## src/rtl/alu_pkg.sv

```systemverilog
// Shared opcode and FSM state encodings for the bit-serial ALU sequencer.
package alu_pkg;
    localparam logic [1:0] OP_OR   = 2'b00;
    localparam logic [1:0] OP_ADD  = 2'b01;
    localparam logic [1:0] OP_AND  = 2'b10;
    localparam logic [1:0] OP_NOTA = 2'b11;

    localparam logic [1:0] ST_IDLE = 2'b00;
    localparam logic [1:0] ST_RUN  = 2'b01;
    localparam logic [1:0] ST_DONE = 2'b10;
endpackage

```

## src/rtl/shift_reg_piso.sv

```systemverilog
// Parallel-load, right-shift, serial-out register; sout is always the current LSB.
module shift_reg_piso #(
    parameter int WIDTH = 8
) (
    input  logic             clk,
    input  logic             load,
    input  logic             shift,
    input  logic [WIDTH-1:0] din,
    output logic             sout
);
    logic [WIDTH-1:0] data_q;
    logic [WIDTH-1:0] data_d;

    always_comb begin
        data_d = data_q;
        if (load) begin
            data_d = din;
        end else if (shift) begin
            data_d = {1'b0, data_q[WIDTH-1:1]};
        end
    end

    always_ff @(posedge clk) begin
        data_q <= data_d;
    end

    assign sout = data_q[0];
endmodule

```

## src/rtl/serial_alu_sequencer.sv

```systemverilog
// Drives a combinational 1-bit ALU slice LSB-first over WIDTH cycles and
// assembles the WIDTH-bit result and final carry.
module serial_alu_sequencer
    import alu_pkg::*;
#(
    parameter int WIDTH = 8
) (
    input  logic             clk,
    input  logic             rst,
    input  logic             start,
    input  logic [1:0]       op,
    input  logic [WIDTH-1:0] a,
    input  logic [WIDTH-1:0] b,
    input  logic             cin,
    output logic             busy,
    output logic             done,
    output logic [WIDTH-1:0] result,
    output logic             carry_out,
    output logic             slice_a,
    output logic             slice_b,
    output logic             slice_cin,
    output logic [1:0]       slice_c,
    input  logic             slice_result,
    input  logic             slice_cout
);
    localparam int CNT_W = $clog2(WIDTH + 1);

    logic [1:0]       state_q, state_d;
    logic [1:0]       op_q, op_d;
    logic             carry_q, carry_d;
    logic [CNT_W-1:0] bit_cnt_q, bit_cnt_d;
    logic [WIDTH-1:0] res_sh_q, res_sh_d;
    logic [WIDTH-1:0] result_q, result_d;
    logic             carry_out_q, carry_out_d;

    logic accept, run, is_add, a_bit, b_bit;

    assign accept = (state_q == ST_IDLE) && start;
    assign run    = (state_q == ST_RUN);
    assign is_add = (op_q == OP_ADD);

    shift_reg_piso #(.WIDTH(WIDTH)) u_a_sh (
        .clk   (clk),
        .load  (accept),
        .shift (run),
        .din   (a),
        .sout  (a_bit)
    );

    shift_reg_piso #(.WIDTH(WIDTH)) u_b_sh (
        .clk   (clk),
        .load  (accept),
        .shift (run),
        .din   (b),
        .sout  (b_bit)
    );

    always_comb begin
        state_d     = state_q;
        op_d        = op_q;
        carry_d     = carry_q;
        bit_cnt_d   = bit_cnt_q;
        res_sh_d    = res_sh_q;
        result_d    = result_q;
        carry_out_d = carry_out_q;
        case (state_q)
            ST_IDLE: begin
                if (start) begin
                    state_d   = ST_RUN;
                    op_d      = op;
                    carry_d   = cin;
                    bit_cnt_d = '0;
                end
            end
            ST_RUN: begin
                res_sh_d  = {slice_result, res_sh_q[WIDTH-1:1]};
                carry_d   = is_add ? slice_cout : 1'b0;
                bit_cnt_d = bit_cnt_q + CNT_W'(1);
                // Publish on the last bit edge so result/carry_out are already valid while done is high.
                if (bit_cnt_q == CNT_W'(WIDTH - 1)) begin
                    state_d     = ST_DONE;
                    result_d    = res_sh_d;
                    carry_out_d = is_add ? slice_cout : 1'b0;
                end
            end
            ST_DONE: state_d = ST_IDLE;
            default: state_d = ST_IDLE;
        endcase
    end

    always_ff @(posedge clk) begin
        if (rst) begin
            state_q     <= ST_IDLE;
            op_q        <= '0;
            carry_q     <= 1'b0;
            bit_cnt_q   <= '0;
            res_sh_q    <= '0;
            result_q    <= '0;
            carry_out_q <= 1'b0;
        end else begin
            state_q     <= state_d;
            op_q        <= op_d;
            carry_q     <= carry_d;
            bit_cnt_q   <= bit_cnt_d;
            res_sh_q    <= res_sh_d;
            result_q    <= result_d;
            carry_out_q <= carry_out_d;
        end
    end

    assign busy      = run;
    assign done      = (state_q == ST_DONE);
    assign result    = result_q;
    assign carry_out = carry_out_q;
    assign slice_a   = run & a_bit;
    assign slice_b   = run & b_bit;
    assign slice_cin = run & is_add & carry_q;
    assign slice_c   = run ? op_q : 2'b00;
endmodule
```

## config.mk

```make
export PLATFORM = sky130hd
export DESIGN_NAME = serial_alu_sequencer
export DESIGN_NICKNAME = d
export VERILOG_FILES = /design/src/rtl/alu_pkg.sv /design/src/rtl/shift_reg_piso.sv /design/src/rtl/serial_alu_sequencer.sv
export SDC_FILE = /design/constraint.sdc
export NUM_CORES = 1
export LEC_CHECK = 0
export CORE_MARGIN = 3
export CORE_UTILIZATION = 53
export DETAILED_ROUTE_END_ITERATION = 7
export PLACE_DENSITY = 0.91
export SLEW_MARGIN = 5
export SYNTH_ARGS = -nofsm -noshare
export SYNTH_HDL_FRONTEND = slang
export SYNTH_SLANG_ARGS = --single-unit
```

## constraint.sdc

```tcl
create_clock -name clk -period 4.13 [get_ports clk]
set_input_delay 0.413 -clock clk [delete_from_list [all_inputs] [get_ports clk]]
set_output_delay 0.413 -clock clk [all_outputs]
set_load 0.1 [all_outputs]
```

==> results of run 1 <==
-- tightest hold or removal path, delay by kind of cell, from the launching register on --
kind / cells / cell delay (ns)
flip-flops: 1 / 0.33
AO/OA/AOI/OAI: 1 / 0.06
AND/OR/NAND/NOR: 1 / 0.06
-- sequential cells by signal, summed over array words and instances (netlist names) --
signal / cells
res_sh_q: 7
state_q: 2
bit_cnt_q: 4
result: 8
carry_q: 1
carry_out: 1
u_a_sh.data_q: 8
u_b_sh.data_q: 8
op_q: 2
-- metrics by stage --
step	area (µm²)	cells	worst slack (ns)	total power [mW]	util (%)
after CTS	2172	234	0.8652	0.7692	69.44
after global routing	2172	234	0.6811	0.7952	69.44
final	2172	234	0.8855	0.7656	69.44
after floorplan	1772	154	1.398	0.5571	-
after global placement	2123	226	1.317	0.5816	67.88
after detailed placement	2123	226	1.267	0.5882	67.88
-- per-layer routing --
layer / GRT usage (%) / part of all wire (%) / vias up
met3: 3.515 / 4.3 / 7
met2: 32.65 / 53 / 36
li1: - / - / 616
met1: 19.77 / 41 / 606
met5: 0 / 0 / -
met4: 8.895 / 2.0 / 0
-- Yosys cell counts --
cell type  number
inv_2           1
nor3_2          1
nand2_1        16
buf_2           2
buf_4           1
inv_1           1
or3_1           1
and2b_1         1
nor3_1          1
a31oi_1         1
nand3_1        11
dfxtp_1        25
mux2_1          3
nand3b_1        2
edfxtp_1       16
ha_1            1
a22oi_1         1
mux2_4         10
nor3b_4         1
nor2b_1         1
a21oi_1        19
buf_12          1
a21oi_2         1
mux2_2          1
buf_6           4
nand4_1         1
a211oi_1        1
nand2b_4        1
o21ai_0         8
o211a_1         1
buf_1           1
clkbuf_1        2
mux2i_1         2
and2_1          6
nor2_1          4
o21bai_1        1
o21ai_1         1
and3b_1         2
-- final cells by class --
type                       count  area, µm²
clock buffer                   8      48.80
fill                         238      955.9
inverter                       2      7.507
multi-input combinational    100      689.4
sequential                    41      980.9
tap                           44      55.05
timing repair buffer          39      390.4
-- cells by family (layout without fill, tap and decap cells) --
kind of cell,count (synthesis),in the layout,share of synthesized area (%)
adder cells (fa/ha/maj),1,1,0.7061
AO/OA/AOI/OAI,34,34,10.59
buffers and inverters,13,49,5.720
multiplexers,16,16,12.15
AND/OR/NAND/NOR,49,49,15.47
flip-flops,41,41,55.37
-- path summary, 6_finish.rpt --
path                from                to  slack [ns]  cells past startpoint
min          res_sh_q[1]       res_sh_q[1]        0.48                      2
min reg2reg  res_sh_q[1]       res_sh_q[1]        0.48                      2
max           state_q[0]         slice_cin        0.89                      5
max reg2reg   state_q[0]  u_a_sh.data_q[1]        2.15                      2
-- report_power, final --
| part | total (mW) | internal [mW] | switching, mW |
|---|---|---|---|
| clock network | 0.188 | 0.0679 | 0.120 |
| logic | 0.117 | 0.0562 | 0.0613 |
| registers | 0.461 | 0.450 | 0.0102 |
| total | 0.766 | 0.574 | 0.191 |
==> impl_metrics.py, run 1 <==
metrics = {
    "critical_path": {
        "path_max_fanout": 27,
        "slowest_stage": "clkdlybuf4s50_1",
        "criticalPathCategory": "flip-flop to primary output",
        "required_ns": 3.72,
        "crit_family": "buffers and inverters",
        "path_cells": "nand2b_4 > inv_2 > and2_1 > and3b_1 > clkdlybuf4s50_1",
        "cp_num_buf_inv": 2,
        "worstSetupEndpointType": "primary output",
        "crit_path_start_kind": "flip-flop",
        "cp.arrival_ns": 2.83,
        "crit_path_max_incr_delay_ns": 1.13,
    },
    "cts": {
        "cts_setup_buffers": 0,
        "clkSinkCount": 41,
        "hold_buffers": 0,
        "clock_path_buffers": 2,
        "worstSkewPairLatency_ns": 0.34,
        "cts-root-buf": "clkbuf_4",
        "cts_buffers": 5,
        "cts_resized": 0,
        "cts_tree": "yes",
        "htree_levels": 2,
        "clkTransAtPathRegs_ns": 0.11,
    },
    "synthesis": {
        "post_synth_num_cell_types": 38,
        "synth.ff_latch_count": 41,
        "syn-num-nets": 179,
        "yosys_warnings": 0,
        "yosysTopAreaCell": "dfxtp_1",
        "synth_top_area_share_pct": 28.25,
        "synth.area.top_cells": "dfxtp_1 (28%), edfxtp_1 (27%), mux2_4 (8.5%)",
        "yosysSeqAreaShare_pct": 55.37,
        "synth_area_mm2": 0.001772,
        "syn_inst": 154,
        "synth_area_per_cell_um2": 11.50,
    },
    "timing": {
        "setup_violations": 0,
        "slew_headroom_pct": 23.63,
        "finalCriticalPeriod_ns": 3.245,
        "finalSetupTns_ns": 0,
        "finalMaxSlewViolations": 0,
        "finalClockSkew_ns": 0.004497,
        "rsz0062_at_grt": "no",
        "max_freq_mhz": 308.2,
        "final.period_utilization_pct": 78.56,
        "holdWs_ns": 0.4794,
        "tightest_slew_ns": 1.144,
        "timing_hold_violations_final": 0,
    },
    "placed_design": {
        "gp_congestion": 0.7333,
        "dpl.hpwl_um": 2348,
        "port_buffers": 39,
    },
    "floorplan": {
        "io_pins": 40,
        "die-height_um": 63.82,
        "start_util_pct": 56.64,
        "core_mm2": 0.003128,
        "die_area_mm2": 0.004072,
        "die-width_um": 63.82,
        "num_rows": 20,
    },
    "hold_path": {
        "hold_class": "flip-flop to flip-flop",
    },
    "route": {
        "vias": 1265,
        "wl_per_cell_um": 14.20,
        "drt_first_pass_iters": 4,
        "vias_per_cell": 5.406,
        "drc": 0,
        "routed_wl_um": 3322,
        "drt_iter0_markers": 47,
        "antenna_left": 0,
    },
    "power_and_ir_drop": {
        "p_leak_nw": 0.7787,
        "p_per_area_mw_per_mm2": 352.5,
        "peakVddDrop_uv": 212.4,
    },
    "global_route": {
        "grt_overflow": 0,
        "grt_pass1_vias": 1274,
        "grt_antenna_before_repair": 0,
        "grt_max_degree": 28,
        "grt_usage_pct": 18.00,
        "grt_pass1_wl_um": 5623,
    },
    "final_layout": {
        "mostFrequentLayoutCell": "clkdlybuf4s50_1",
        "syn2layout_area_growth_pct": 22.60,
        "diodes": 0,
        "drive_gt1_share_pct": 11.05,
        "final_nets": 214,
        "final_cell_mix": "clkdlybuf4s50_1 (39), dfxtp_1 (25), a21oi_1 (19)",
    },
    "status": {
        "status": "complete, no violations",
    },
    "run": {
        "max_cap_viol_count": 0,
    },
}
Note: power is estimated with default switching activity, not from simulation.
==> run 2, diff against run 1 <==
Settings changed: CORE_UTILIZATION 53 to 49, PLACE_DENSITY 0.91 to 0.85.
Clock period 4.13 ns to 3.1 ns, I/O delays scaled along.
==> impl_metrics.py, run 2 (synthesis results as in run 1) <==
metrics = {
    "timing": {
        "setup_violations": 0,
        "holdWs_ns": 0.4714,
        "finalMaxSlewViolations": 0,
        "max_freq_mhz": 426.0,
        "finalClockSkew_ns": 0.01911,
        "rsz0062_at_grt": "no",
        "timing_hold_violations_final": 0,
        "finalCriticalPeriod_ns": 2.348,
        "finalSetupTns_ns": 0,
        "final.period_utilization_pct": 75.73,
        "slew_headroom_pct": 35.12,
        "tightest_slew_ns": 0.9702,
    },
    "final_layout": {
        "final_cell_mix": "clkdlybuf4s50_1 (32), dfxtp_1 (25), a21oi_1 (19)",
        "mostFrequentLayoutCell": "clkdlybuf4s50_1",
        "final_nets": 215,
        "syn2layout_area_growth_pct": 22.74,
        "diodes": 0,
        "drive_gt1_share_pct": 15.71,
        "postLayoutCoreUtil_pct": 63.66,
    },
    "route": {
        "m1WireLength_um": 1315,
        "routed_wl_um": 3284,
        "drc": 0,
        "vias_per_cell": 5.350,
        "maxUsedRoutingLayer": "met4",
        "route.met3.wl_um": 197,
        "vias": 1268,
        "drt_iter0_markers": 62,
        "drt_first_pass_iters": 4,
        "wl_per_cell_um": 13.86,
        "route.met2.wl_um": 1682,
        "antenna_left": 0,
    },
    "hold_path": {
        "worstHoldEndpoint": "res_sh_q[1]",
        "hold_class": "flip-flop to flip-flop",
        "min_path_cells": 2,
        "hold_start": "res_sh_q[1]",
    },
    "cts": {
        "worstSkewPairLatency_ns": 0.36,
        "cts_resized": 0,
        "clock_path_buffers": 2,
        "htree_levels": 2,
        "clkSinkCount": 41,
        "cts_setup_buffers": 0,
        "cts_buffers": 5,
        "hold_buffers": 0,
        "cts-root-buf": "clkbuf_4",
        "clkTransAtPathRegs_ns": 0.11,
        "cts_tree": "yes",
    },
    "run": {
        "max_cap_viol_count": 0,
    },
    "critical_path": {
        "path_max_fanout": 27,
        "path_cells": "nand2b_4 > inv_2 > and2_1 > and3b_1 > buf_4",
        "worstSetupEndpointType": "primary output",
        "criticalPathCategory": "flip-flop to primary output",
        "rr_startpoint": "state_q[1]",
        "required_ns": 2.79,
        "crit_path_max_incr_delay_ns": 0.48,
        "r2r_end": "u_b_sh.data_q[6]",
        "ff2ff_setup_slack_ns": 1.34,
        "slowest_stage": "dfxtp_1",
        "ff2ff_path_depth": 3,
        "cp.arrival_ns": 2.04,
        "crit_path_start_kind": "flip-flop",
    },
    "floorplan": {
        "core_mm2": 0.003416,
        "start_util_pct": 51.87,
        "die-height_um": 66.13,
        "die-width_um": 66.13,
        "die_area_mm2": 0.004373,
        "num_rows": 21,
        "io_pins": 40,
    },
    "global_route": {
        "grt_pass1_vias": 1240,
        "grt_usage_pct": 17.04,
        "grt_antenna_before_repair": 0,
        "grt_max_degree": 28,
        "grt_overflow": 0,
        "grt_pass1_wl_um": 5547,
    },
    "status": {
        "status": "complete, no violations",
    },
    "power_and_ir_drop": {
        "p_seq_share_pct": 58.7,
        "peakVddDrop_uv": 374.3,
        "clockPowerShare_pct": 26.4,
        "cellInternalPower_uw": 786.2,
        "sw_frac_of_total_pct": 24.80,
        "p_per_area_mw_per_mm2": 480.7,
        "p_leak_nw": 0.8027,
        "switchingPower_uw": 259.2,
        "power_frac_comb_pct": 14.9,
    },
    "placed_design": {
        "port_buffers": 39,
        "dpl.hpwl_um": 2342,
        "gp_congestion": 0.7537,
    },
}
## run 2: cell count changes in the layout (fill, tap and decap cells not counted)
cell	change
clkbuf_1	-1
clkdlybuf4s50_1	-7
buf_4	+8
clkbuf_8	+1
## run 2: worst max-delay path by stage
stage	from	endpoint	slack (ns)	cells after the start
floorplan	state_q[0]	slice_cin	0.47	4
detailed placement	start	u_b_sh.data_q[6]	0.90	4
CTS	state_q[0]	slice_cin	0.73	5
global route	state_q[0]	slice_cin	0.60	5
global placement	start	u_b_sh.data_q[6]	0.97	4
finish	state_q[0]	slice_cin	0.75	5
## run 2: metrics by stage
step	std cells	total power, mW	cell area [µm²]	setup WS [ns]
after floorplan	154	0.7422	1772	0.4706
after detailed placement	229	0.7828	2116	0.9022
after CTS	237	1.052	2175	0.7324
final	237	1.045	2175	0.7524
after global placement	229	0.7752	2116	0.9723
after global routing	237	1.094	2175	0.5987
## run 2: worst max-delay path, delay by kind of cell, from the launching register on
kind,cells,cell delay [ns]
DFF,1,0.48
buffers and inverters,2,0.65
and+or+nand+nor,3,0.57
## run 2: power by group through the flow
stage	Clock (mW)	Combinational [mW]	Sequential, mW
final	0.276	0.155	0.614
after detailed placement	0	0.156	0.627
after CTS	0.281	0.156	0.615
after global routing	0.310	0.166	0.618
after global placement	0	0.151	0.624
after floorplan	0	0.121	0.621
## run 2: area by class of cell
cell class	count	area, µm²
repair buffers	40	380.4
well taps	46	57.56
fillers	285	1241
multi-input cells	100	689.4
inverters	2	7.507
flip-flops and latches	41	980.9
clock buffers	8	58.81
## run 2: routing by layer
metal / vias to the layer above / GRT usage (%)
li1: 619 / -
met1: 603 / 19.00
met2: 37 / 27.88
met3: 9 / 5.952
met4: 0 / 9.898
met5: - / 0
